**config.mk**
```make
export PLATFORM = sky130hd
export DESIGN_NAME = bcd_display_scan
export DESIGN_NICKNAME = d
export VERILOG_FILES = /design/src/rtl/bcd_display_scan_pkg.sv /design/src/rtl/bcd_display_scan_bcd_to_seg.sv /design/src/rtl/bcd_display_scan.sv
export SDC_FILE = /design/constraint.sdc
export NUM_CORES = 1
export LEC_CHECK = 0
export CAP_MARGIN = 20
export CELL_PAD_IN_SITES_DETAIL_PLACEMENT = 1
export CELL_PAD_IN_SITES_GLOBAL_PLACEMENT = 2
export CORE_MARGIN = 2
export CORE_UTILIZATION = 36
export DETAILED_ROUTE_END_ITERATION = 10
export GPL_ROUTABILITY_DRIVEN = 0
export PLACE_DENSITY_LB_ADDON = 0.1
export SETUP_SLACK_MARGIN = 0.15
export SLEW_MARGIN = 20
export SYNTH_ARGS = -nofsm -noshare
export SYNTH_HDL_FRONTEND = slang
export SYNTH_SLANG_ARGS = --single-unit
```
**constraint.sdc**
```tcl
create_clock -name c -period 4.25 [get_ports c]
set_clock_uncertainty 0.05 [all_clocks]
set_input_delay 1.0625 -clock c [delete_from_list [all_inputs] [get_ports c]]
set_output_delay 1.0625 -clock c [all_outputs]
set_load 0.01 [all_outputs]
```
**src/rtl/bcd_display_scan_pkg.sv**
```systemverilog
// rtl/bcd_display_scan_pkg.sv - shared glyphs, digit geometry and slot index type for the display scanner.
package bcd_display_scan_pkg;

    localparam int NUM_DIGITS = 4;
    localparam int DIGIT_W    = 4;

    typedef logic [1:0] digit_idx_t;

    // Active-low segment patterns, bit order {g,f,e,d,c,b,a}
    localparam logic [6:0] SEG_0    = 7'b1000000;
    localparam logic [6:0] SEG_1    = 7'b1111001;
    localparam logic [6:0] SEG_2    = 7'b0100100;
    localparam logic [6:0] SEG_3    = 7'b0110000;
    localparam logic [6:0] SEG_4    = 7'b0011001;
    localparam logic [6:0] SEG_5    = 7'b0010010;
    localparam logic [6:0] SEG_6    = 7'b0000010;
    localparam logic [6:0] SEG_7    = 7'b1111000;
    localparam logic [6:0] SEG_8    = 7'b0000000;
    localparam logic [6:0] SEG_9    = 7'b0010000;
    localparam logic [6:0] SEG_DASH = 7'b0111111;
    localparam logic [6:0] SEG_OFF  = 7'b1111111;

endpackage

```
**src/rtl/bcd_display_scan_bcd_to_seg.sv**
```systemverilog
// rtl/bcd_display_scan_bcd_to_seg.sv - combinational BCD to active-low seven-segment decoder.
module bcd_to_seg
    import bcd_display_scan_pkg::*;
(
    input  logic [DIGIT_W-1:0] i_code,
    output logic [6:0]         o_seg
);

    // Non-BCD codes show a dash so an upstream counter fault is never hidden as a blank.
    always_comb begin
        o_seg = SEG_DASH;
        case (i_code)
            4'd0: o_seg = SEG_0;
            4'd1: o_seg = SEG_1;
            4'd2: o_seg = SEG_2;
            4'd3: o_seg = SEG_3;
            4'd4: o_seg = SEG_4;
            4'd5: o_seg = SEG_5;
            4'd6: o_seg = SEG_6;
            4'd7: o_seg = SEG_7;
            4'd8: o_seg = SEG_8;
            4'd9: o_seg = SEG_9;
            default: o_seg = SEG_DASH;
        endcase
    end

endmodule

```
**src/rtl/bcd_display_scan.sv**
```systemverilog
// rtl/bcd_display_scan.sv - four-digit multiplexed seven-segment scanner with per-frame snapshot and guard band.
// Optional LEADING_ZERO_BLANK_EN suppresses leading zero digits 3..1.
module bcd_display_scan
    import bcd_display_scan_pkg::*;
#(
    parameter int REFRESH_DIV  = 50000,
    parameter int BLANK_CYCLES = 2
) (
    input  logic        c,
    input  logic        r,
    input  logic [15:0] d,
    input  logic [3:0]  dp,
    output logic [3:0]  an,
    output logic [6:0]  seg,
    output logic        dpo,
    output logic        frame
);

    localparam int CNT_W = (REFRESH_DIV > 1) ? $clog2(REFRESH_DIV) : 1;

    logic [CNT_W-1:0] r_cnt;
    digit_idx_t       r_idx;
    logic [15:0]      r_shadow_d;
    logic [3:0]       r_shadow_dp;

    logic             w_term;
    logic             w_snap;
    logic             w_blank;
    logic             w_suppress;
    logic [31:0]      w_cnt_ext;
    logic [3:0]       w_digit;
    logic             w_dp;
    logic [6:0]       w_seg;

    assign w_term    = (r_cnt == CNT_W'(REFRESH_DIV - 1));
    assign w_snap    = w_term && (r_idx == digit_idx_t'(NUM_DIGITS - 1));
    assign frame     = w_snap && !r;
    assign w_cnt_ext = 32'(r_cnt);
    assign w_blank   = (w_cnt_ext < 32'(BLANK_CYCLES));
    assign w_digit   = r_shadow_d[r_idx*DIGIT_W +: DIGIT_W];
    assign w_dp      = r_shadow_dp[r_idx];

    bcd_to_seg u_dec (
        .i_code (w_digit),
        .o_seg  (w_seg)
    );

`ifdef LEADING_ZERO_BLANK_EN
    // w_lead_nz[i]: some shadow digit at position i or above is non-zero
    logic [3:0] w_lead_nz;
    always_comb begin
        w_lead_nz    = 4'b0001;
        w_lead_nz[3] = (r_shadow_d[15:12] != 4'd0);
        w_lead_nz[2] = w_lead_nz[3] || (r_shadow_d[11:8] != 4'd0);
        w_lead_nz[1] = w_lead_nz[2] || (r_shadow_d[7:4]  != 4'd0);
        w_suppress   = !w_lead_nz[r_idx];
    end
`else
    assign w_suppress = 1'b0;
`endif

    always_ff @(posedge c) begin
        if (r) begin
            r_cnt       <= '0;
            r_idx       <= '0;
            r_shadow_d  <= '0;
            r_shadow_dp <= '0;
        end else if (w_term) begin
            r_cnt <= '0;
            r_idx <= r_idx + 2'd1;
            if (w_snap) begin
                r_shadow_d  <= d;
                r_shadow_dp <= dp;
            end
        end else begin
            r_cnt <= r_cnt + CNT_W'(1);
        end
    end

    // Outputs are registered from the current slot state, so they trail it by one cycle.
    always_ff @(posedge c) begin
        if (r || w_blank || w_suppress) begin
            an  <= 4'b1111;
            seg <= SEG_OFF;
            dpo <= 1'b1;
        end else begin
            an  <= ~(4'b0001 << r_idx);
            seg <= w_seg;
            dpo <= ~w_dp;
        end
    end

endmodule

```
==> qor.txt <==
Status: complete, no violations
Synth Flop Type: dfxtp_1
Crit-path cells: ha_1, inv_1, nor4_1, clkdlybuf4s50_1
Final WL: 5.641 mm
IO Port Bufs: 34
Inst Count DP: 348
Ys async rst share: 0%
F_max: 283.4 MHz
Largest net degree at the start of global routing: 26
WL/cell: 15.89 microns
Pre-antenna DRT Iters: 4
Post-synthesis cell count: 253
Die width: 85.22 microns
First-pass GRT wire length: 9.266 mm
Dominant delay contributor by cell family on the critical path: buffers and inverters
Full die area: 0.007262 sq mm
Worst slack at placement: 0.7814 ns
H-tree depth: 2
Tightest Pin Transition: 0.8091 ns
CP Class: reg2out
Setup TNS: 0 ns
Overflow after GRT: 0
Syn Nets: 285
FF+latch count, synth: 50
Clk slew on worst S/H paths: 0.09 ns
Max-cap violations: 0
Layout filler cell count: 736
Initial DRC count: 93
Final worst slack: 0.7212 ns
Avg Vias per Cell: 5.431
Crit end category: primary output
Hpwl dp: 3.848 mm
Worst hold path depth: 2
Final setup vio count: 0
Crit path max fanout: 21
Reg2reg path depth: 5
Cts hold-fix bufs: 0
Final net count: 310
Max incr delay on CP: 0.59 ns
P_leak: 0.9997 nW
Vias in the first global route: 1884
Fin crit period: 3.529 ns
Total power: 804.5 uW
Share of layout cells above drive strength 1: 7.914%
Clock root buffer: clkbuf_8
Yosys warns: 0
Startpoint Class: flop
Register area share after synthesis: 42.15%
Core footprint: 0.006350 sq mm
Unrepaired setup endpoints after global routing: false
Worst Path Buf+Inv: 2
VDD IR max: 0.1111 mV
Hold Crit Class: reg2reg
Die Y-Extent: 85.22 microns
Post-route non-filler standard cell count: 355
Max Slew Vio Count: 0
Slowest-stage cell, CP: clkdlybuf4s50_1
Syn-to-layout area delta: 18.86%
Yosys cell types: 38
Post-synth EDFFs: 0
Util after Layout: 44.45%
Critical Path RT: 3.14 ns
Mapped Area: 0.002375 sq mm
Row count: 29
CTS resizes: 0
Clock sink count: 50
CTS buffer count: 5
Postcts setup bufs: 0
Hold slack: 0.4195 ns
Post-route ant nets: 0
Final hold vios: 0
Total GRT Usage: 15.98%
Syn_area_per_cell: 9.386 sq um
Critical Path Stages: 4
Antenna violations before repair: 0
Vias post-DR: 1928
Placed Area: 0.002744 sq mm
Initial core utilization: 37.40%
# diodes: 0
Clk_lat worst skew: 0.30 ns
Arrival time worst endpoint: 2.42 ns
Longest Clk Path Bufs: 2
Remaining DRCs: 0
Final period util: 83.03%
Pwr dens: 285.0 mW/mm^2
Max_slew headroom: 46.06%
TritonCTS clock tree: built
Layout Cell Area excl Fill: 0.002823 sq mm
Io pins: 35
## cell families after synthesis
group,Yosys count,synth area share (%)
flops,50,42.15
compound gates,58,14.96
fa+ha+maj,10,5.269
buf+inv,32,6.323
xor+xnor,12,4.426
mux,9,7.271
simple gates,82,19.60
## sequential cells by signal, indices dropped and copies added (netlist names)
signal and count:
an 4, dpo 1, r_cnt 16, r_idx 2
r_shadow_d 16, r_shadow_dp 4, seg 7
## power by group
part	leakage (nW)	switching, mW	internal (mW)	total (mW)
clock network	0.0438	0.158	0.111	0.269
logic	0.551	0.0216	0.0340	0.0556
registers	0.405	0.00373	0.477	0.480
## final timing paths
| check | from | slack [ns] | endpoint |
|---|---|---|---|
| min | r_shadow_d[7] | 0.42 | r_shadow_d[7] |
| min reg2reg | r_shadow_d[7] | 0.42 | r_shadow_d[7] |
| max | r_idx[1] | 0.72 | frame |
| max reg2reg | r_cnt[1] | 2.00 | r_shadow_d[15] |
## cells in the mapped netlist, types with 2 or more instances
cell type | instances | share of area, %
a21oi_1 | 28 | 5.9
and2_2 | 2 | 0.63
and3_1 | 4 | 1.1
and4_1 | 5 | 1.8
buf_2 | 8 | 1.7
buf_6 | 2 | 0.95
clkbuf_1 | 10 | 1.6
dfxtp_1 | 50 | 42
ha_1 | 10 | 5.3
inv_1 | 10 | 1.6
mux2i_1 | 3 | 1.3
mux4_1 | 4 | 4.4
nand2_1 | 11 | 1.7
nand3_1 | 8 | 1.7
nand4_1 | 23 | 6.1
nor2_1 | 17 | 2.7
nor4_1 | 3 | 0.79
o21ai_0 | 5 | 1.1
o31ai_1 | 21 | 6.6
xnor2_1 | 3 | 1.1
xor2_1 | 9 | 3.3
## tightest hold or removal path: stages, from the launching register on
cell and delay [ns]:
dfxtp_1 0.32, o31ai_1 0.06, a21oi_1 0.05
## cells in the final DEF, fill, tap and decap left out, drive strengths merged, types with 3 or more instances in the layout
master,instances
a21oi,28
and2,3
and3,4
and4,5
buf,6
clkbuf,5
clkdlybuf4s50,34
dfxtp,50
ha,10
inv,10
mux2i,3
mux4,5
nand2,11
nand3,8
nand4,24
nor2,18
nor4,4
o21ai,6
o31ai,21
xnor2,3
xor2,9
## layout make-up
| cell class | instances | area [sq um] | area share [%] |
|---|---|---|---|
| tap | 77 | 96.34 | 3.413 |
| clock inverter | 2 | 10.01 | 0.3546 |
| multi-input combinational | 171 | 1224 | 43.35 |
| inverter | 10 | 37.54 | 1.330 |
| timing repair buffer | 40 | 385.4 | 13.65 |
| sequential | 50 | 1001 | 35.46 |
| clock buffer | 5 | 68.82 | 2.438 |
## per-layer routing
layer  up-vias  share of wire [%]  global-route usage (%)
li1        971                  -                       -
met1       908                 51                   22.22
met2        44                 44                   25.00
met3         5                4.1                   3.405
met4         0               0.99                   4.762
met5         -                  0                       0
Power figures use the tool's default switching activity.
